**config.mk**
```make
export PLATFORM = sky130hd
export DESIGN_NAME = acia_tx
export DESIGN_NICKNAME = d
export VERILOG_FILES = /design/src/rtl/acia_tx.sv
export SDC_FILE = /design/constraint.sdc
export NUM_CORES = 1
export LEC_CHECK = 0
export CAP_MARGIN = 10
export CORE_ASPECT_RATIO = 0.75
export CORE_MARGIN = 2
export CORE_UTILIZATION = 50
export CTS_CLUSTER_SIZE = 14
export DETAILED_ROUTE_END_ITERATION = 16
export DONT_BUFFER_PORTS = 1
export PLACE_DENSITY = 0.68
export SYNTH_ARGS = -nofsm -noshare
export SYNTH_HDL_FRONTEND = slang
export SYNTH_SLANG_ARGS = --single-unit
```
**constraint.sdc**
```tcl
create_clock -name clk -period 2.3 [get_ports clk]
set_input_delay 0.345 -clock clk [delete_from_list [all_inputs] [get_ports clk]]
set_output_delay 0.345 -clock clk [all_outputs]
set_load 0.005 [all_outputs]
```
**src/rtl/acia_tx.sv**
```systemverilog
// ACIA transmitter: 8N1 serial output with a holding register in front of a
// 10-bit shift register, bit timing advanced only on pclk-qualified edges.
module acia_tx #(
  parameter int SCW     = 11,
  parameter int sym_cnt = 1667
) (
  input  logic       clk,
  input  logic       reset_n,
  input  logic       pclk,
  input  logic [7:0] tx_dat,
  input  logic       tx_start,
  output logic       tx_serial,
  output logic       tx_busy,
  output logic       tx_active
);

  typedef enum logic [0:0] {
    IDLE  = 1'b0,
    SHIFT = 1'b1
  } state_t;

  localparam logic [SCW-1:0] reload_c = SCW'(sym_cnt - 1);

  state_t         state_r;
  logic [7:0]     hold_r;
  logic [9:0]     shift_r;
  logic [3:0]     bit_cnt_r;
  logic [SCW-1:0] rate_r;
  logic           busy_r;
  logic           active_r;
  logic           last_tick_s;
  logic           load_s;
  logic           accept_s;

  // Transfer and write-accept decisions, all based on pre-edge state.
  always_comb begin
    last_tick_s = (state_r == SHIFT) && (rate_r == {SCW{1'b0}}) && (bit_cnt_r == 4'd0);
    load_s      = pclk && busy_r && ((state_r == IDLE) || last_tick_s);
    accept_s    = tx_start && !busy_r;
  end

  // Holding register, shifter FSM and bit timing; the line idles as all-ones in shift_r.
  always_ff @(posedge clk) begin
    if (!reset_n) begin
      state_r  <= IDLE;
      busy_r   <= 1'b0;
      hold_r   <= 8'h00;
      shift_r  <= {10{1'b1}};
      active_r <= 1'b0;
    end else begin
      if (load_s) begin
        busy_r <= 1'b0;
      end else if (accept_s) begin
        busy_r <= 1'b1;
        hold_r <= tx_dat;
      end else begin
        busy_r <= busy_r;
      end

      if (load_s) begin
        state_r   <= SHIFT;
        shift_r   <= {1'b1, hold_r, 1'b0};
        bit_cnt_r <= 4'd9;
        rate_r    <= reload_c;
        active_r  <= 1'b1;
      end else if (pclk) begin
        case (state_r)
          IDLE: begin
            shift_r  <= {10{1'b1}};
            active_r <= 1'b0;
          end
          SHIFT: begin
            if (rate_r != {SCW{1'b0}}) begin
              rate_r <= rate_r - SCW'(1);
            end else if (bit_cnt_r != 4'd0) begin
              shift_r   <= {1'b1, shift_r[9:1]};
              bit_cnt_r <= bit_cnt_r - 4'd1;
              rate_r    <= reload_c;
            end else begin
              state_r  <= IDLE;
              shift_r  <= {10{1'b1}};
              active_r <= 1'b0;
            end
          end
          default: begin
            state_r  <= IDLE;
            shift_r  <= {10{1'b1}};
            active_r <= 1'b0;
          end
        endcase
      end else begin
        state_r <= state_r;
      end
    end
  end

  assign tx_serial = shift_r[0];
  assign tx_busy   = busy_r;
  assign tx_active = active_r;

endmodule

```
Word-level counts from Yosys, hierarchy flattened
Cells that the tools add are included.
- $add $sub $neg: 2
- equal/unequal tests: 4
- mux-type cells: 23
- bitwise gates (word level): 3
- reductions and logical operators: 22
- operators with widths (cell ; number):
    11-bit 2-to-1 mux ; 4
    9-bit 2-to-1 mux ; 3
    10-bit case mux with 2 select lines ; 1
    4-bit 2-to-1 mux ; 4
    11-bit zero test ; 1
    11-bit nonzero test ; 1
    11-bit by 1-bit subtractor with 11-bit output, second input constant ; 1
    10-bit 2-to-1 mux ; 1
    1-bit 2-to-1 mux ; 9
    3-bit inequality test, second input constant ; 2
    2-bit AND reduction ; 3
    2-bit nonzero test ; 3
    1-bit logical AND ; 5
    5-bit AND reduction ; 1
    4-bit zero test ; 1
    2-bit inequality test, second input constant ; 2
    4-bit AND reduction ; 1
    4-bit nonzero test ; 1
    4-bit by 1-bit subtractor with 4-bit output, second input constant ; 1
    1-bit NOT ; 3
    3-bit AND reduction ; 1
    3-bit nonzero test ; 1
    1-bit case mux with 2 select lines ; 1
    2-bit OR reduction ; 1
    other kinds (2) ; 2
- register bits: 36
- logic and storage cells: 62

Depth between registers and ports, before layout
Gate-level depths: netlist (run 1).
- depth after elaboration: 7
- depth in mapped cells: 7
- mapped depth without buffers: 6

Least setup slack after synthesis (run 1)
OpenSTA, ideal clock, no wires.
- kind: register -> register
- start point: register rate_r[0]
- end point: register rate_r[0] (enable)
- library setup time: 0.393 ns
- arrival: 1.877 ns
- path slack: 0.030 ns
- cell stages (with the launch flop): 7
- path buffers: 0
- clock period less this slack: 2.270 ns
- cells stage by stage: edfxtp_1 > inv_1 > ha_1 > nor4b_2 > nand4_2 > a21oi_1 > nor3_1
- longest elaborated chain between the ends: 7
- RTL lines (what ; RTL line ; text):
    from (decl) ; 28 ; logic [SCW-1:0] rate_r;
    from (signal assigned) ; 64 ; rate_r <= reload_c;
    from (signal assigned) ; 74 ; rate_r <= rate_r - SCW'(1);
    from (signal assigned) ; 78 ; rate_r <= reload_c;
    11-bit zero test ; 37 ; last_tick_s = (state_r == SHIFT) && (rate_r == {SCW{1'b0}}) && (bit_cnt_r == 4'd0);
    1-bit logical AND (2 in series) ; 37 ;
    1-bit logical OR ; 38 ; load_s = pclk && busy_r && ((state_r == IDLE) || last_tick_s);
    1-bit logical AND ; 38 ;
    3-bit nonzero test (no source line) or 2-bit nonzero test (tied branches) ; n/a ;
    4-bit AND reduction (no source line) (*) ; n/a ;
Every way passes the cells marked *; elsewhere a longest branch is shown, timed or not.
A chain may end at the register's enable or synchronous reset.

Worst setup path after layout (run 1)
- start point: register rate_r[0]
- end point: register bit_cnt_r[0] (enable)
- longest elaborated chain between the ends: 7
- RTL lines (what ; RTL line ; text):
    11-bit zero test ; 37 ;
    1-bit logical AND (2 in series) ; 37 ;
    1-bit logical OR ; 38 ;
    1-bit logical AND ; 38 ;
    2-bit inequality test (no source line) or 2-bit nonzero test (tied branches) ; n/a ;
    5-bit AND reduction (no source line) (*) ; n/a ;
    to (signal assigned) ; 77 ; bit_cnt_r <= bit_cnt_r - 4'd1;
    to (decl) ; 27 ; logic [3:0] bit_cnt_r;
Marked as above.

==> results of run 1 <==
==> cell usage after synthesis <==
| cell | number |
|---|---|
| nand2b_4 | 1 |
| dfxtp_1 | 20 |
| nor4b_2 | 1 |
| mux2i_1 | 8 |
| nor3_1 | 2 |
| nor2b_1 | 1 |
| clkbuf_1 | 6 |
| nand4_2 | 1 |
| buf_6 | 1 |
| a31oi_1 | 1 |
| o31ai_1 | 1 |
| a31oi_4 | 1 |
| a21oi_4 | 1 |
| nor4_4 | 1 |
| nor2_1 | 29 |
| a21oi_1 | 2 |
| or4_1 | 1 |
| xor2_1 | 3 |
| o311ai_1 | 8 |
| o2bb2ai_1 | 1 |
| nand2_1 | 8 |
| ha_1 | 3 |
| nand2b_1 | 3 |
| inv_1 | 9 |
| a211oi_1 | 8 |
| nor3b_1 | 4 |
| a32oi_1 | 1 |
| o21ai_1 | 1 |
| o21ai_0 | 10 |
| nor4_1 | 1 |
| o21a_1 | 1 |
| nand3_1 | 2 |
| xnor2_1 | 7 |
| edfxtp_1 | 15 |
==> power groups by stage <==
stage          clock network, mW  logic (mW)  registers [mW]
3_5_place_dp                   0       0.140           0.740
6_report                   0.494       0.141           0.727
3_3_place_gp                   0       0.134           0.738
5_1_grt                    0.529       0.160           0.732
4_1_cts                    0.499       0.141           0.726
2_1_floorplan                  0       0.121           0.727
==> state kept, by name, summed over array words and instances (netlist names) <==
signal	count
rate_r	11
shift_r	9
hold_r	8
bit_cnt_r	4
state_r	1
tx_active	1
tx_busy	1
==> cell families (layout without fill, tap and decap cells) <==
group                      Yosys count  after routing  share of synthesized area, %
AOI/OAI and AO/OA                   36             36                          16.1
xor gates and xnor gates            10             10                          5.20
adders and majority gates            3              3                          2.23
buffers and inverters               16             25                          4.01
DFF                                 35             35                          50.5
muxes                                8              8                          4.75
and+or+nand+nor                     55             55                          17.2
==> layout by cell type, fill, tap and decap left out, types with 2 or more instances in the layout <==
| cell type | Yosys | final |
|---|---|---|
| xnor2_1 | 7 | 7 |
| inv_1 | 9 | 9 |
| xor2_1 | 3 | 3 |
| mux2i_1 | 8 | 8 |
| dfxtp_1 | 20 | 20 |
| nor3b_1 | 4 | 4 |
| nor2_1 | 29 | 29 |
| o311ai_1 | 8 | 8 |
| nand3_1 | 2 | 2 |
| nor3_1 | 2 | 2 |
| buf_4 | 0 | 8 |
| nand2b_1 | 3 | 3 |
| ha_1 | 3 | 3 |
| nand2_1 | 8 | 8 |
| a21oi_1 | 2 | 2 |
| o21ai_0 | 10 | 10 |
| clkbuf_8 | 0 | 7 |
| edfxtp_1 | 15 | 15 |
| a211oi_1 | 8 | 8 |
==> critical path, stage by stage (launching register included) <==
cell and delay (ns):
edfxtp_1 0.42, inv_1 0.11, ha_1 0.16, nor4b_2 0.19, buf_4 0.17, a31oi_4 0.14, nand2b_4 0.23, a211oi_1 0.22
buf_4 0.17
==> how the worst min path moves through the flow <==
stage	end	slack, ns	cells after the start
after floorplan	tx_active$_SDFFE_PN0P_	0.45	2
after global placement	shift_r[5]$_SDFFE_PN1P_	0.43	1
after detailed placement	shift_r[5]$_SDFFE_PN1P_	0.43	1
after CTS	shift_r[5]$_SDFFE_PN1P_	0.13	1
after global routing	shift_r[4]$_SDFFE_PN1P_	0.13	1
final	shift_r[4]$_SDFFE_PN1P_	0.13	1
==> layer usage <==
layer,global-route usage (%),wire (um),vias up,share of wire (%)
met5,0,0,-,0
met1,27.2,1780,581,54
li1,-,-,602,-
met4,10.7,72,0,2.2
met2,25.5,1350,26,41
met3,5.16,123,8,3.7
==> layout make-up <==
class / instances / area [sq um]
Inverter: 9 / 33.8
Sequential cell: 35 / 851
Clock buffer: 8 / 100
Tap cell: 40 / 50.0
Timing Repair Buffer: 8 / 60.1
Multi-Input combinational cell: 112 / 767
Fill cell: 265 / 1400
==> impl_metrics.csv, run 1 <==
group,metric,value,unit
finish,fin_area,1860,sq um
floorplan,ioPinCount,15,
route,drt-total-wl,3320,um
critical_path,crit_required,2.31,ns
critical_path,reg2regPathDepth,8,
synthesis,synth.avg_cell_area,10.3,sq um
synthesis,yosysSeqAreaShare,50.5,%
synthesis,syn_inst,163,
floorplan,row_count,18,
clocking,cts.clk_slew.worst_paths,0.07,ns
power_and_ir_drop,p_leak,0.681,nW
critical_path,ff2ff_setup_slack,0.21,ns
synthesis,syn_area,1690,sq um
synthesis,synth_top_area_share,26.7,%
sta,fin_skew,0.00430,ns
route,drt_iter0_markers,115,
floorplan,core,3270,sq um
sta,drv_slew,0,
power_and_ir_drop,p_per_area,732,nW/um^2
finish,fin_cells,212,
power_and_ir_drop,ir_worst_vdd,401,uV
power_and_ir_drop,switchingPower,0.337,mW
synthesis,ys_ff_latch,35,
finish,diodes,0,
route,drcViolationCount,0,
route,avgViaCountPerCell,5.74,
synthesis,synth_area_leaders,"edfxtp_1 (27%), dfxtp_1 (24%), nor2_1 (6.5%)",
global_routing,grt_max_degree,15,
power_and_ir_drop,p_int,1.03,mW
sta,post-route-period-util,90.9,%
sta,fin_ws,0.210,ns
power_and_ir_drop,pwr-share-clk,36.2,%
global_routing,grt_overflow_total,0,
clocking,numCtsBuffers,5,
floorplan,dieHeight,54.3,um
global_routing,grt.total_usage,18.9,%
sta,fin_setup_tns,0,ns
synthesis,yosysWarnings,0,
clocking,cts_tree,"built",
clocking,clock_latency,0.29,ns
sta,rsz0062_at_grt,"false",
flow_run,max-cap-violations,0,
clocking,cts_max_path_buffers,2,
critical_path,cp-start-kind,"flip-flop",
sta,min_period,2.09,ns
clocking,post_cts_buffers,0,
critical_path,end_kind,"flip-flop",
global_routing,grt_antenna_before_repair,0,
finish,nets,186,
floorplan,die_area,3860,sq um
sta,timing.hold.ws,0.132,ns
sta,setup_viol,0,
floorplan,die_x,71.0,um
sta,max_slew.worst_pin.slew,0.558,ns
min_path,worstHoldStart,"reset_n",
critical_path,rr_startpoint,"rate_r[0]$_SDFFCE_PP0P_",
critical_path,timing.rr.end,"bit_cnt_r[0]$_SDFFCE_PP1P_",
placement,place_area,1750,sq um
power_and_ir_drop,pwr-share-seq,53.4,%
sta,max_slew_margin,62.7,%
global_routing,grt_pass1_wl,5350,um
clocking,root_buffer,"clkbuf_8",
critical_path,crit_type,"reg2reg",
finish,syn2layout_area_growth,10.5,%
clocking,cts-resized-gates,0,
power_and_ir_drop,swShare,24.7,%
route,drt-wirelength-per-cell,15.7,um
status,status,"completed",
critical_path,endpoint,"bit_cnt_r[0]$_SDFFCE_PP1P_",
finish,fin_util,57.0,%
placement,port_buffers,0,
critical_path,critPathLaunch,"rate_r[0]$_SDFFCE_PP0P_",
min_path,hold_path_class,"in2reg",
route,num_vias,1217,
sta,fmax,478,MHz
power_and_ir_drop,comb_power_share,10.4,%
floorplan,start_util,51.6,%
synthesis,synth_cell_types,34,
global_routing,grt_pass1_vias,1116,
sta,hold_viol_final,0,
power_and_ir_drop,power,1.36,mW
critical_path,crit_fanout,10,
finish,drive_gt1_share,12.2,%
synthesis,syn_nets,178,
clocking,cts_hold_buf,0,
clocking,clock_sinks,35,
placement,place_inst,202,
placement,preCtsSetupSlack,0.194,ns
synthesis,synth.largest_area_cell,"edfxtp_1",
placement,gp_congestion,0.771,
route,ant_nets,0,
critical_path,cp_data_arrival_time,2.10,ns
route,drt_first_pass_iters,4,
placement,dpl.hpwl,2360,um
clocking,cts_max_level,2,
Power figures use the tool's default switching activity.
==> run 2, diff against run 1 <==
--- a/config.mk
+++ b/config.mk
@@ -9,9 +9,9 @@
 export CORE_ASPECT_RATIO = 0.75
 export CORE_MARGIN = 2
-export CORE_UTILIZATION = 50
+export CORE_UTILIZATION = 55
 export CTS_CLUSTER_SIZE = 14
 export DETAILED_ROUTE_END_ITERATION = 16
 export DONT_BUFFER_PORTS = 1
-export PLACE_DENSITY = 0.68
+export PLACE_DENSITY = 0.73
 export SYNTH_ARGS = -nofsm -noshare
 export SYNTH_HDL_FRONTEND = slang
==> constraint.sdc (replaced) <==
create_clock -name clk -period 2.3 [get_ports clk]
set_input_delay 0.23 -clock clk [delete_from_list [all_inputs] [get_ports clk]]
set_output_delay 0.23 -clock clk [all_outputs]
set_load 0.005 [all_outputs]
==> impl_metrics.csv, run 2 (same netlist as run 1, synthesis figures left out) <==
group,metric,value,unit
status,status,"completed",
floorplan,ioPinCount,15,
sta,fmax,470,MHz
clocking,cts_tree,"built",
finish,drive_gt1_share,9.52,%
floorplan,core,2940,sq um
clocking,cts_hold_buf,0,
clocking,clock_sinks,35,
power_and_ir_drop,p_leak,0.649,nW
route,drcViolationCount,0,
critical_path,cpMostUsedCell,"buf_4",
power_and_ir_drop,ir_worst_vdd,574,uV
finish,largest_reg_flops,11,
finish,layout_common_cells,"nor2_1 (29), dfxtp_1 (20), edfxtp_1 (15), o21ai_0 (10), inv_1 (9)",
sta,fin_skew,0.00423,ns
critical_path,crit_required,2.30,ns
sta,fin_ws,0.173,ns
route,drt-total-wl,3130,um
critical_path,cp_data_arrival_time,2.13,ns
finish,fin_area,1810,sq um
finish,largest-register,"rate_r",
finish,diodes,0,
sta,post-route-period-util,92.5,%
finish,fin_util,61.8,%
placement,place_area,1730,sq um
floorplan,row_count,17,
finish,syn2layout_area_growth,7.65,%
clocking,cts_max_level,2,
sta,fin_setup_tns,0,ns
global_routing,grt_overflow_total,0,
sta,timing.hold.ws,0.0235,ns
sta,max_slew_margin,63.6,%
route,ant_nets,0,
placement,place_inst,198,
floorplan,die_x,67.9,um
finish,mostFrequentLayoutCell,"nor2_1",
global_routing,grt.total_usage,20.3,%
global_routing,grt_max_degree,15,
route,drt_iter0_markers,45,
clocking,cts_max_path_buffers,2,
critical_path,cp-start-kind,"flip-flop",
sta,setup_viol,0,
critical_path,crit_type,"reg2reg",
floorplan,die_area,3530,sq um
critical_path,crit_family,"buffers and inverters",
clocking,clock_latency,0.28,ns
route,drt-wirelength-per-cell,15.2,um
global_routing,grt_pass1_vias,1144,
route,num_vias,1199,
floorplan,dieHeight,51.9,um
critical_path,cp_cell_sequence,"inv_1 > ha_1 > nor4b_2 > buf_4 > a31oi_4 > nand2b_4 > a211oi_2 > buf_4",
sta,min_period,2.13,ns
finish,fin_cells,206,
floorplan,start_util,57.4,%
critical_path,path_buf_inv,3,
finish,nets,182,
global_routing,grt_antenna_before_repair,0,
placement,preCtsSetupSlack,0.116,ns
route,avgViaCountPerCell,5.82,
global_routing,grt_pass1_wl,5160,um
clocking,root_buffer,"clkbuf_8",
power_and_ir_drop,power,1.28,mW
critical_path,crit_fanout,10,
clocking,post_cts_buffers,0,
critical_path,slowest_stage,"edfxtp_1",
sta,max_slew.worst_pin.slew,0.545,ns
power_and_ir_drop,p_per_area,707,nW/um^2
placement,gp_congestion,0.794,
placement,port_buffers,0,
placement,dpl.hpwl,2300,um
clocking,cts.clk_slew.worst_paths,0.06,ns
route,drt_first_pass_iters,4,
critical_path,critical_path.max_stage_delay,0.42,ns
flow_run,max-cap-violations,0,
sta,hold_viol_final,0,
critical_path,end_kind,"flip-flop",
sta,drv_slew,0,
min_path,hold_path_class,"in2reg",
finish,reg_top3,"rate_r: 11 flops, shift_r: 9 flops, hold_r: 8 flops",
sta,rsz0062_at_grt,"false",
clocking,numCtsBuffers,5,
[run 2: repair_timing]
item / CTS / global route
endpoints found under the setup margin: 0 / 4
endpoints found under the hold margin: 0 / 0
gates resized for setup: 0 / 1
[run 2: where the power goes]
part	switching, mW	internal (mW)	leakage [nW]
clock	0.201	0.215	0.0395
combinational	0.0810	0.0589	0.307
sequential	0.0364	0.691	0.303
total	0.318	0.965	0.649
[run 2: layout make-up]
class / count / area [sq um]
clock buffer: 8 / 80.1
inverter: 9 / 33.8
multi-input combinational: 112 / 772
sequential: 35 / 851
tap: 38 / 47.5
timing repair buffer: 4 / 30.0
fill: 242 / 1120
[run 2: path summary, 6_finish.rpt]
path	startpoint	endpoint	slack (ns)	cells past startpoint
worst max-delay path	rate_r[0]$_SDFFCE_PP0P_	bit_cnt_r[1]$_SDFFCE_PP0P_	0.17	8
worst min-delay path	reset_n	shift_r[3]$_SDFFE_PN1P_	0.02	1
worst max register to register	rate_r[0]$_SDFFCE_PP0P_	bit_cnt_r[1]$_SDFFCE_PP0P_	0.17	8
worst min register to register	tx_active$_SDFFE_PN0P_	tx_active$_SDFFE_PN0P_	0.48	2
[run 2: worst register-to-register path, cell delays in order (launching register included)]
cell and delay, ns:
edfxtp_1 0.42, inv_1 0.10, ha_1 0.14, nor4b_2 0.20, buf_4 0.18, a31oi_4 0.14
nand2b_4 0.25, a211oi_2 0.24, buf_4 0.17
[run 2: layer usage]
layer / part of all wire (%) / track usage (%)
met1: 51 / 28.4
met2: 42 / 29.0
met3: 5.8 / 8.44
met4: 1.3 / 5.33
met5: 0 / 0
==> run 3, diff against run 2 <==
- CORE_MARGIN: 2 -> 1.5
==> impl_metrics.csv, run 3 (same netlist as run 1, synthesis figures left out) <==
group,metric,value,unit
status,status,"completed",
placement,preCtsSetupSlack,0.201,ns
clocking,post_cts_buffers,0,
floorplan,ioPinCount,15,
finish,reg_top3,"rate_r: 11 flops, shift_r: 9 flops, hold_r: 8 flops",
clocking,root_buffer,"clkbuf_8",
power_and_ir_drop,p_per_area,736,nW/um^2
sta,drv_slew,0,
critical_path,cp_data_arrival_time,2.10,ns
floorplan,row_count,17,
floorplan,start_util,57.4,%
sta,hold_viol_final,0,
sta,timing.hold.ws,0.0250,ns
clocking,numCtsBuffers,5,
sta,min_period,2.10,ns
min_path,hold_path_class,"in2reg",
floorplan,dieHeight,50.9,um
finish,nets,182,
finish,syn2layout_area_growth,8.61,%
clocking,clock_latency,0.28,ns
power_and_ir_drop,ir_worst_vdd,466,uV
clocking,cts_hold_buf,0,
finish,mostFrequentLayoutCell,"nor2_1",
flow_run,max-cap-violations,0,
global_routing,grt_pass1_vias,1107,
floorplan,die_x,66.9,um
critical_path,reg2regPathDepth,5,
route,num_vias,1223,
route,drt_first_pass_iters,4,
clocking,cts.clk_slew.worst_paths,0.07,ns
floorplan,die_area,3410,sq um
global_routing,grt_pass1_wl,5220,um
finish,diodes,0,
route,drt-total-wl,3090,um
critical_path,crit_required,2.30,ns
global_routing,grt.total_usage,21.1,%
sta,fmax,477,MHz
critical_path,crit_type,"reg2reg",
clocking,cts_max_path_buffers,2,
critical_path,crit_fanout,10,
sta,max_slew_margin,59.5,%
floorplan,core,2940,sq um
power_and_ir_drop,power,1.35,mW
critical_path,cp-start-kind,"flip-flop",
sta,fin_ws,0.202,ns
global_routing,grt_max_degree,15,
finish,largest_reg_flops,11,
route,drcViolationCount,0,
global_routing,grt_antenna_before_repair,0,
sta,setup_viol,0,
route,avgViaCountPerCell,5.94,
finish,drive_gt1_share,9.52,%
route,ant_nets,0,
sta,fin_skew,0.00589,ns
clocking,cts_max_level,2,
sta,post-route-period-util,91.2,%
finish,layout_common_cells,"nor2_1 (29), dfxtp_1 (20), edfxtp_1 (15), o21ai_0 (10), inv_1 (9)",
min_path,hold_depth,1,
clocking,cts_tree,"built",
placement,gp_congestion,0.786,
placement,dpl.hpwl,2280,um
critical_path,end_kind,"flip-flop",
clocking,clock_sinks,35,
route,drt-wirelength-per-cell,15.0,um
finish,fin_util,62.4,%
sta,fin_setup_tns,0,ns
placement,port_buffers,0,
route,drt_iter0_markers,33,
finish,largest-register,"rate_r",
sta,max_slew.worst_pin.slew,0.606,ns
power_and_ir_drop,p_leak,0.660,nW
sta,rsz0062_at_grt,"false",
global_routing,grt_overflow_total,0,
clocking,cts-resized-gates,0,
-- run 3: cell counts in the layout (fill, tap and decap cells not counted) --
Identical to the previous run, type by type.
-- run 3: report_power, final --
part,internal [mW],leakage (nW),switching (mW),total [mW]
clock network,0.280,0.0506,0.203,0.483
logic,0.0585,0.307,0.0785,0.137
registers,0.691,0.303,0.0361,0.727
-- run 3: final timing paths --
| kind | startpoint | end | slack (ns) |
|---|---|---|---|
| max reg2reg | rate_r[4]$_SDFFCE_PP0P_ | bit_cnt_r[1]$_SDFFCE_PP0P_ | 0.20 |
| max | rate_r[4]$_SDFFCE_PP0P_ | bit_cnt_r[1]$_SDFFCE_PP0P_ | 0.20 |
| min reg2reg | tx_active$_SDFFE_PN0P_ | tx_active$_SDFFE_PN0P_ | 0.47 |
| min | reset_n | shift_r[6]$_SDFFE_PN1P_ | 0.03 |
-- run 3: cell type report --
cell class	instances	area (sq um)
clock buffers	8	101
fillers	227	1100
inverters	9	33.8
multi-input cells	112	767
flip-flops and latches	35	851
well taps	38	47.5
repair buffers	4	30.0
-- run 3: worst max-delay path, stage by stage, from the launching register on --
cell and delay (ns):
edfxtp_1 0.49, nor4_4 0.47, a31oi_4 0.22, nand2b_4 0.24, a211oi_1 0.22, buf_4 0.17
-- run 3: stage by stage --
stage,instances,cell area [sq um]
after CTS,206,1830
after detailed placement,198,1730
after global routing,206,1830
after floorplan,163,1690
final,206,1830
after global placement,198,1730
-- run 3: routing by layer --
layer  routed length (um)  vias to the layer above  global-route usage [%]
li1                     -                      596                       -
met1                 1530                      584                    30.7
met2                 1320                       37                    29.3
met3                  181                        6                    5.29
met4                   62                        0                    10.2
met5                    0                        -                       0
